$ cat src/rtl/jc_burst_ctrl_pkg.sv
// Shared types and constants for the Johnson-counter burst sequencer.
package jc_burst_ctrl_pkg;

   localparam int unsigned JC_W = 4;

   // Terminal count (mid-period) and the last state before wrapping to 0000
   localparam logic [JC_W-1:0] JC_TC_Q   = 4'b1111;
   localparam logic [JC_W-1:0] JC_WRAP_Q = 4'b1000;

   typedef enum logic [2:0] {
      S_IDLE  = 3'd0,
      S_CLEAR = 3'd1,
      S_RUN   = 3'd2,
      S_DONE  = 3'd3,
      S_ABORT = 3'd4
   } state_t;

   // One Johnson step: shift left, feed back the inverted MSB
   function automatic logic [JC_W-1:0] jc_next(input logic [JC_W-1:0] cur);
      return {cur[JC_W-2:0], ~cur[JC_W-1]};
   endfunction

endpackage

$ cat src/rtl/jc4_core.sv
// 4-bit Johnson counter with synchronous reset, clock enable, TC and CEO.
module jc4_core
   import jc_burst_ctrl_pkg::*;
(
   input  logic            clk,
   input  logic            R,
   input  logic            ce,
   output logic [JC_W-1:0] q,
   output logic            tc,
   output logic            ceo
);

   // Counter register; reset wins over enable
   always_ff @(posedge clk) begin
      if (R)
         q <= '0;
      else if (ce)
         q <= jc_next(q);
   end

   assign tc  = (q == JC_TC_Q);
   assign ceo = ce & tc;

endmodule

$ cat src/rtl/jc_burst_ctrl.sv
// Burst sequencer: clears and steps a Johnson counter for len full periods,
// with pause, abort and completion/abort pulses.
module jc_burst_ctrl
   import jc_burst_ctrl_pkg::*;
#(
   parameter int unsigned CNT_W = 8
)
(
   input  logic             clk,
   input  logic             R,
   input  logic             start,
   input  logic [CNT_W-1:0] len,
   input  logic             pause,
   input  logic             abort,
   output logic             busy,
   output logic             done,
   output logic             aborted,
   output logic             mark,
   output logic [JC_W-1:0]  q,
   output logic [CNT_W-1:0] remaining
);

   state_t state;
   logic   core_r;
   logic   core_ce;
   logic   core_tc;
   logic   core_ceo;
   logic   wrap;

   // Counter is cleared on entry to a burst and on abort; abort also blocks the step
   assign core_r  = R | (state == S_CLEAR) | (state == S_ABORT);
   assign core_ce = (state == S_RUN) & ~pause & ~abort;
   assign wrap    = core_ce & (q == JC_WRAP_Q);

   jc4_core u_core (
      .clk (clk),
      .R   (core_r),
      .ce  (core_ce),
      .q   (q),
      .tc  (core_tc),
      .ceo (core_ceo)
   );

   // Status decodes from the state register
   assign busy    = (state == S_CLEAR) | (state == S_RUN);
   assign done    = (state == S_DONE);
   assign aborted = (state == S_ABORT);
   assign mark    = core_ceo & core_tc;

   // Burst FSM and remaining-period counter
   always_ff @(posedge clk) begin
      if (R) begin
         state     <= S_IDLE;
         remaining <= '0;
      end else begin
         case (state)
            S_IDLE: begin
               if (start && !abort) begin
                  if (len != '0) begin
                     state     <= S_CLEAR;
                     remaining <= len;
                  end else begin
                     state <= S_DONE;
                  end
               end
            end
            S_CLEAR: begin
               state <= abort ? S_ABORT : S_RUN;
            end
            S_RUN: begin
               if (abort) begin
                  state <= S_ABORT;
               end else if (wrap) begin
                  remaining <= remaining - CNT_W'(1);
                  if (remaining == CNT_W'(1))
                     state <= S_DONE;
               end
            end
            S_DONE: begin
               state <= S_IDLE;
            end
            S_ABORT: begin
               remaining <= '0;
               state     <= S_IDLE;
            end
            default: begin
               state     <= S_IDLE;
               remaining <= '0;
            end
         endcase
      end
   end

endmodule

$ cat config.mk
export PLATFORM = sky130hd
export DESIGN_NAME = jc_burst_ctrl
export DESIGN_NICKNAME = d
export VERILOG_FILES = /design/src/rtl/jc_burst_ctrl_pkg.sv /design/src/rtl/jc4_core.sv /design/src/rtl/jc_burst_ctrl.sv
export SDC_FILE = /design/constraint.sdc
export NUM_CORES = 1
export LEC_CHECK = 0
export CAP_MARGIN = 20
export CORE_UTILIZATION = 46
export CTS_CLUSTER_DIAMETER = 50
export DETAILED_ROUTE_END_ITERATION = 8
export PLACE_DENSITY = 0.83
export SYNTH_ARGS = -nofsm -noshare
export SYNTH_HDL_FRONTEND = slang
export SYNTH_SLANG_ARGS = --single-unit
$ cat constraint.sdc
create_clock -name clk -period 2.7 [get_ports clk]
set_clock_uncertainty 0.15 [all_clocks]
set_input_delay 0.405 -clock clk [delete_from_list [all_inputs] [get_ports clk]]
set_output_delay 0.405 -clock clk [all_outputs]
set_load 0.01 [all_outputs]
## Word level (Yosys, flattened, before mapping)

Cells that the tools add are included.

- Bits in registers: 15
- Input bits: 13
- Output and inout bits: 16

- Add/sub/neg operators: 1
- Equality and inequality tests: 13
- Multiplexer cells: 12
- Bitwise operators: 12
- Reduce and logical (&&, ||, !) cells: 7

Operators with widths:

| operator | count |
|---|---|
| $mux W8 | 4 |
| $pmux W8 S3 | 1 |
| $mux W3 | 5 |
| $pmux W3 S3 | 1 |
| $eq A4 B4 Y1 const B | 2 |
| $eq A8 B1 Y1 const B | 1 |
| $ne A2 B2 Y1 const B | 4 |
| $reduce_bool A8 Y1 | 1 |
| $sub A8 B1 Y8 const B | 1 |
| $eq A3 B2 Y1 const B | 2 |
| $and A1 B1 Y1 | 5 |
| $reduce_and A5 Y1 | 1 |
| $not A1 Y1 | 4 |
| $eq A3 B1 Y1 const B | 1 |
| $eq A3 B3 Y1 const B | 1 |
| $logic_not A3 Y1 | 1 |
| $ne A3 B2 Y1 const B | 1 |
| $ne A3 B3 Y1 const B | 1 |
| $or A1 B1 Y1 | 3 |
| $reduce_and A3 Y1 | 1 |
| $mux W2 | 1 |
| $reduce_or A2 Y1 | 1 |
| $logic_and A1 B1 Y1 | 1 |
| $logic_not A1 Y1 | 1 |

## Longest topological paths before layout

Gate-level depths: netlist (run 1).

- Depth in word-level cells: 7
- Depth in mapped cells: 6
- Gate-level depth less buffers: 6

## Modules after synthesis

From an unflattened synthesis (run 1), not the netlist that was laid out.

- Cells, all modules: 106
- Area, all modules: 943.4 µm²

Modules (own cells, without submodules):

| module | instances | cells each | area each (µm²) |
|---|---|---|---|
| jc_burst_ctrl | 1 | 90 | 778.2 |
| jc4_core | 1 | 16 | 165.2 |

## Least setup slack after synthesis (run 1)

Ideal clock, no wire load.

- Kind: register -> register
- Start point: register remaining[0]
- End point: register remaining[6]
- Library setup time: 135 ps
- Data arrival time: 1724 ps
- Required time: 2415 ps
- Setup slack: 691 ps
- Cell stages (with the launch flop): 7
- Buffers on the path: 0
- Clock period less this slack: 2009 ps
- Cells stage by stage: dfxtp_1 -> inv_1 -> ha_1 -> or4b_2 -> o211a_1 -> a211oi_1 -> a211oi_1

- Word-level cells in the longest chain between the ends: 4

RTL lines:

| item | RTL line | text |
|---|---|---|
| start: declaration | jc_burst_ctrl.sv:20 | `output logic [CNT_W-1:0] remaining` |
| start signal: assignment | jc_burst_ctrl.sv:61 | `remaining <= len;` |
| start signal: assignment | jc_burst_ctrl.sv:74 | `remaining <= remaining - CNT_W'(1);` |
| $sub A8 B1 Y8 | jc_burst_ctrl.sv:74 |  |
| $mux W8 | jc_burst_ctrl.sv:73 | `end else if (wrap) begin` |
| $mux W8 | jc_burst_ctrl.sv:71 | `if (abort) begin` |
| $pmux W8 S3 | jc_burst_ctrl.sv:56 | `case (state)` |

No other way between the ends. The select of a mux whose other input is x is not followed.
A chain may end at the register's enable or synchronous reset.

## Worst setup path after layout (run 1)

- Start point: input abort
- End point: output mark

- Word-level cells in the longest chain between the ends: 4

RTL lines:

| item | RTL line | text |
|---|---|---|
| start: declaration | jc_burst_ctrl.sv:14 | `input logic abort,` |
| $not A1 Y1 | jc_burst_ctrl.sv:32 | `assign core_ce = (state == S_RUN) & ~pause & ~abort;` |
| $and A1 B1 Y1 | jc_burst_ctrl.sv:32 |  |
| $and A1 B1 Y1 | jc4_core.sv:22 | `assign ceo = ce & tc;` |
| $and A1 B1 Y1 | jc_burst_ctrl.sv:48 | `assign mark = core_ceo & core_tc;` |
| end: declaration | jc_burst_ctrl.sv:18 | `output logic mark,` |

No other way between the ends.

==> impl_metrics.env, run 1 <==
export IMPL_netlist_area_sq_um=982
export IMPL_rsz0062_at_grt="no"
export IMPL_tightest_slew_ns=0.590
export IMPL_synth_xor_area_frac=0.00892
export IMPL_grt_pass1_wl_um=3530
export IMPL_ir_drop_mv=0.318
export IMPL_path_clk_slew_ns=0.09
export IMPL_cts_setup_buffers=0
export IMPL_cpLargestDelayFamily="buffers and inverters"
export IMPL_clk_latency_ns=0.28
export IMPL_r2r_cells=6
export IMPL_antenna_found_initial=0
export IMPL_synth_simple_gate_area_frac=0.293
export IMPL_hold_buffers=0
export IMPL_ys_types=45
export IMPL_slowest_delay_ns=0.59
export IMPL_start_kind="input pin"
export IMPL_grt_max_degree=11
export IMPL_synth_edf_count=0
export IMPL_wl_per_cell_um=14.3
export IMPL_required_ns=2.14
export IMPL_worstReg2RegEnd="remaining[6]$_SDFFE_PP0P_"
export IMPL_vias_per_cell=6.16
export IMPL_critical_path_buf_inv_count=2
export IMPL_fillCellCount=169
export IMPL_die_x_um=48.2
export IMPL_p_leak_nw=0.496
export IMPL_finalSetupTns_ns=0
export IMPL_drive_above_1_share=0.106
export IMPL_grt_usage=0.216
export IMPL_synth_mux_area_frac=0.0408
export IMPL_rows=16
export IMPL_grt_pass1_vias=832
export IMPL_worst_setup_path_type="input pin to primary output"
export IMPL_overflow=0
export IMPL_cts_max_path_buffers=2
export IMPL_vias=1041
export IMPL_initialDrtViolationCount=17
export IMPL_die_area_sq_um=2320
export IMPL_die_h_um=48.2
export IMPL_end_kind="primary output"
export IMPL_status="completed"
export IMPL_timing_rr_start="remaining[0]$_SDFFE_PP0P_"
export IMPL_drcViolationCount=0
export IMPL_cp_endpoint="mark"
export IMPL_cpMostUsedCell="clkdlybuf4s50_1"
export IMPL_first_pass_iters=4
export IMPL_final_cell_mix="28 x clkdlybuf4s50_1, 15 x dfxtp_1, 8 x nor2_1, 8 x a211oi_1"
export IMPL_drv_cap=0
export IMPL_ys_ff_latch=15
export IMPL_crit_start="abort"
export IMPL_regToRegSetupSlack_ns=0.51
export IMPL_htreeDepth=1
export IMPL_drv_slew=0
export IMPL_syn_inst=113
export IMPL_ios=29
export IMPL_final_common_cell="clkdlybuf4s50_1"
export IMPL_async_flop_share=0
export IMPL_fin_crit_ns=2.57
export IMPL_finalSetupViolCount=0
export IMPL_synth_fp_nets=128
export IMPL_synth_compound_area_share=0.264
export IMPL_core_area_sq_um=1980
export IMPL_crit_arrival_ns=2.02
export IMPL_power_density_nw_per_um2=385
export IMPL_syn_to_final_growth_pct=33.1
export IMPL_routed_wl_um=2410
export IMPL_synthAdderAreaFrac=0.0255
export IMPL_fin_hold_ws_ns=0.405
export IMPL_worstHoldPathType="register to register"
export IMPL_min_path_cells=2
export IMPL_synthFlopType="dfxtp_1"
export IMPL_hold_viol_final=0
export IMPL_ant_nets=0
export IMPL_dp_hpwl_um=1840
export IMPL_critPathMaxFanout=8
export IMPL_clock_sinks=15
export IMPL_avgSynthCellArea_sq_um=8.69
export IMPL_register_area_sq_um=300
export IMPL_ys_warn_count=0
export IMPL_synth_top_family_by_area="simple AND/OR/NAND/NOR gates"
export IMPL_period_share=0.954
export IMPL_cts_resized=0
export IMPL_fin_nets=158
export IMPL_portBuffers=28
export IMPL_gp_congestion=0.817
export IMPL_crit_chain="clkdlybuf4s50_1, nand4b_1, nor4b_1, clkdlybuf4s50_1"
export IMPL_cts_buffers=3
export IMPL_antenna_cells=0
export IMPL_multi_input_area_sq_um=621
export IMPL_clock_fmax_mhz=388
export IMPL_critPathSlowestCell="clkdlybuf4s50_1"
export IMPL_crit_cells=4
export IMPL_start_util=0.496
export IMPL_cts_tree="built"
export IMPL_maxSlewHeadroom=0.604
export IMPL_synth_seq_area_share=0.306
export IMPL_root_buffer="clkbuf_4"
==> worst min-delay path by stage <==
stage / slack [ns] / startpoint / end
finish: 0.41 / remaining[4]$_SDFFE_PP0P_ / remaining[4]$_SDFFE_PP0P_
global route: 0.44 / remaining[4]$_SDFFE_PP0P_ / remaining[4]$_SDFFE_PP0P_
CTS: 0.40 / remaining[4]$_SDFFE_PP0P_ / remaining[4]$_SDFFE_PP0P_
detailed placement: 0.39 / remaining[4]$_SDFFE_PP0P_ / remaining[4]$_SDFFE_PP0P_
global placement: 0.38 / remaining[4]$_SDFFE_PP0P_ / remaining[4]$_SDFFE_PP0P_
floorplan: 0.33 / abort / state[0]$_SDFFE_PP0P_
==> registers in the layout (all words and copies together) (netlist names) <==
name / count
remaining: 8
state: 3
u_core.q: 4
==> area by class of cell <==
| type | instances | area share |
|---|---|---|
| well taps | 27 | 0.0258 |
| clock inverters | 1 | 0.00383 |
| multi-input cells | 86 | 0.475 |
| repair buffers | 31 | 0.232 |
| flip-flops and latches | 15 | 0.230 |
| clock buffers | 3 | 0.0172 |
| inverters | 6 | 0.0172 |
==> worst min-delay path: cells and delay by family (launching register included) <==
kind / cells / cell delay [ns]
mux: 1 / 0.06
simple gates: 1 / 0.08
flops: 1 / 0.37
==> stage by stage <==
stage	cell area (sq um)	std cells	power, mW	setup slack (ns)	util
after CTS	1310	169	0.505	0.118	0.660
after detailed placement	1280	165	0.376	0.134	0.646
after global placement	1280	165	0.373	0.137	0.646
after floorplan	982	113	0.319	0.691	-
final	1310	169	0.503	0.125	0.660
after global routing	1310	169	0.533	0.0136	0.660
==> synthesized netlist by cell type (all sizes together), types with 4 or more instances <==
library cell	n	area, sq um
nor3	5	30.0
a31oi	6	37.5
nor4	4	25.0
inv	6	22.5
mux2i	4	40.0
a211oi	9	72.6
dfxtp	15	300
and3	4	25.0
nor2	8	30.0
==> logic make-up (layout without fill, tap and decap cells) <==
logic type      count (synthesis)  after routing
mux                             4              4
xor+xnor                        1              1
flops                          15             15
simple gates                   45             45
fa+ha+maj                       2              2
buf+inv                        12             41
compound gates                 34             34
==> metal layers <==
metal  GRT usage  routed length [um]  part of all wire
met2       0.357                1110              0.46
met3      0.0333                 131             0.054
met5           0                   0                 0
met4      0.0500                  25             0.010
met1       0.295                1150              0.48
==> where the power goes <==
part	total, mW	switching, mW	internal (mW)
sequential	0.248	0.0159	0.232
clock	0.130	0.0749	0.0550
combinational	0.125	0.0611	0.0642
Power figures use the tool's default switching activity.
==> inputs of run 2 (changes only) <==
- CORE_UTILIZATION: 46 -> 60
- DONT_BUFFER_PORTS: default -> 1
- PLACE_DENSITY: 0.83 -> 0.81
==> run 2 against run 1 <==
Effect of this change: worst setup slack improved by 0.16 ns; wire length is 4.8% higher; sequential cell count is the same; cell count is 23% lower; sequential power grew 2%; register-to-register slack worse by 0.02 ns; critical path depth is 2 lower; largest power group unchanged.
==> impl_metrics.env, run 2 (same netlist as run 1, synthesis figures left out) <==
export IMPL_status="completed"
export IMPL_cts_max_path_buffers=2
export IMPL_drcViolationCount=0
export IMPL_largest_register="remaining"
export IMPL_core_area_sq_um=1520
export IMPL_ant_nets=0
export IMPL_die_area_sq_um=1800
export IMPL_first_pass_iters=4
export IMPL_p_clk_frac=0.291
export IMPL_final_common_cell="dfxtp_1"
export IMPL_fillCellCount=118
export IMPL_overflow=0
export IMPL_ios=29
export IMPL_finalSetupTns_ns=0
export IMPL_largest_register_ffs=8
export IMPL_critPathMaxFanout=10
export IMPL_die_x_um=42.5
export IMPL_portBuffers=0
export IMPL_dp_hpwl_um=1770
export IMPL_required_ns=2.14
export IMPL_regToRegSetupSlack_ns=0.49
export IMPL_power_density_nw_per_um2=463
export IMPL_clock_fmax_mhz=413
export IMPL_syn_to_final_growth_pct=3.31
export IMPL_path_clk_slew_ns=0.09
export IMPL_grt_usage=0.301
export IMPL_worstHoldPathType="input pin to register"
export IMPL_timing_rr_start="remaining[0]$_SDFFE_PP0P_"
export IMPL_grt_pass1_wl_um=4130
export IMPL_ir_drop_mv=0.359
export IMPL_cts_resized=0
export IMPL_grt_max_degree=13
export IMPL_r2r_cells=6
export IMPL_finalSetupViolCount=0
export IMPL_vias=986
export IMPL_die_h_um=42.5
export IMPL_hold_buffers=0
export IMPL_worst_setup_path_type="register to primary output"
export IMPL_fin_nets=130
export IMPL_total_power_mw=0.470
export IMPL_routed_wl_um=2530
export IMPL_crit_start="state[1]$_SDFFE_PP0P_"
export IMPL_vias_per_cell=7.58
export IMPL_cts_buffers=3
export IMPL_period_share=0.896
export IMPL_cts_setup_buffers=0
export IMPL_cts_tree="built"
export IMPL_internal_power_mw=0.323
export IMPL_rows=14
export IMPL_htreeDepth=1
export IMPL_rsz0062_at_grt="no"
export IMPL_maxSlewHeadroom=0.624
export IMPL_seqPwrFrac=0.541
export IMPL_antenna_cells=0
export IMPL_clock_sinks=15
export IMPL_worstReg2RegEnd="remaining[6]$_SDFFE_PP0P_"
export IMPL_wl_per_cell_um=19.4
export IMPL_start_util=0.644
export IMPL_tightest_slew_ns=0.557
export IMPL_gp_congestion=0.836
export IMPL_clk_latency_ns=0.30
export IMPL_reg_top3="remaining (8), u_core.q (4), state (3)"
export IMPL_switching_power_mw=0.147
export IMPL_drv_cap=0
export IMPL_swShare=0.313
export IMPL_initialDrtViolationCount=102
export IMPL_antenna_found_initial=0
export IMPL_p_leak_nw=0.391
export IMPL_grt_pass1_vias=905
export IMPL_cp_endpoint="mark"
export IMPL_end_kind="primary output"
export IMPL_final_cell_mix="15 x dfxtp_1, 8 x nor2_1, 8 x a211oi_1"
export IMPL_drv_slew=0
export IMPL_root_buffer="clkbuf_4"
export IMPL_hold_viol_final=0
export IMPL_start_kind="register"
export IMPL_power_frac_comb=0.168
export IMPL_crit_arrival_ns=1.86
export IMPL_fin_crit_ns=2.42
export IMPL_drive_above_1_share=0.114
-- run 2: changes by cell type in the layout (fill, tap and decap cells not counted) --
cell / delta
clkinv_2: -1
dlygate4sd3_1: +1
buf_4: -1
clkbuf_1: +1
clkdlybuf4s50_1: -28
-- run 2: layout make-up --
class | count | area [sq um] | area share
repair buffers | 3 | 25.0 | 0.0247
clock buffers | 4 | 26.3 | 0.0259
flip-flops and latches | 15 | 300 | 0.296
well taps | 16 | 20.0 | 0.0197
inverters | 6 | 22.5 | 0.0222
multi-input cells | 86 | 621 | 0.612
-- run 2: worst min path at each step --
stage / depth (start not counted) / slack (ns) / startpoint / end
6_report: 1 / 0.02 / abort / state[0]$_SDFFE_PP0P_
5_1_grt: 1 / 0.001 / R / remaining[6]$_SDFFE_PP0P_
4_1_cts: 1 / 0.02 / R / state[0]$_SDFFE_PP0P_
3_3_place_gp: 1 / 0.32 / R / state[0]$_SDFFE_PP0P_
3_5_place_dp: 1 / 0.32 / R / state[0]$_SDFFE_PP0P_
2_1_floorplan: 1 / 0.33 / abort / state[0]$_SDFFE_PP0P_
-- run 2: power groups by stage --
stage	registers, mW	logic [mW]	clock network [mW]
after global routing	0.256	0.0862	0.147
after detailed placement	0.259	0.0741	0
after global placement	0.258	0.0732	0
after floorplan	0.252	0.0666	0
final	0.254	0.0790	0.137
after CTS	0.253	0.0749	0.134
-- run 2: per-layer routing --
| metal | routed length (um) | up-vias | global-route usage |
|---|---|---|---|
| met2 | 1130 | 86 | 0.422 |
| met3 | 333 | 16 | 0.112 |
| met4 | 95 | 0 | 0.163 |
| met5 | 0 | - | 0 |
| li1 | - | 448 | - |
| met1 | 974 | 436 | 0.396 |
-- run 2: worst max-delay path: stages, from the launching register on --
cell     delay [ns]
dfxtp_1        0.43
or3b_1         0.55
nor4b_1        0.58
-- run 2: through the flow --
| step | worst slack, ns | util | area [sq um] | std cells | hold WS, ns |
|---|---|---|---|---|---|
| 4_1_cts | 0.283 | 0.659 | 1000 | 129 | 0.0166 |
| 6_report | 0.281 | 0.666 | 1010 | 130 | 0.0163 |
| 2_1_floorplan | 0.691 | - | 982 | 113 | 0.328 |
| 3_5_place_dp | 0.539 | 0.642 | 978 | 125 | 0.323 |
| 3_3_place_gp | 0.609 | 0.642 | 978 | 125 | 0.325 |
| 5_1_grt | 0.149 | 0.666 | 1010 | 130 | 0.00123 |
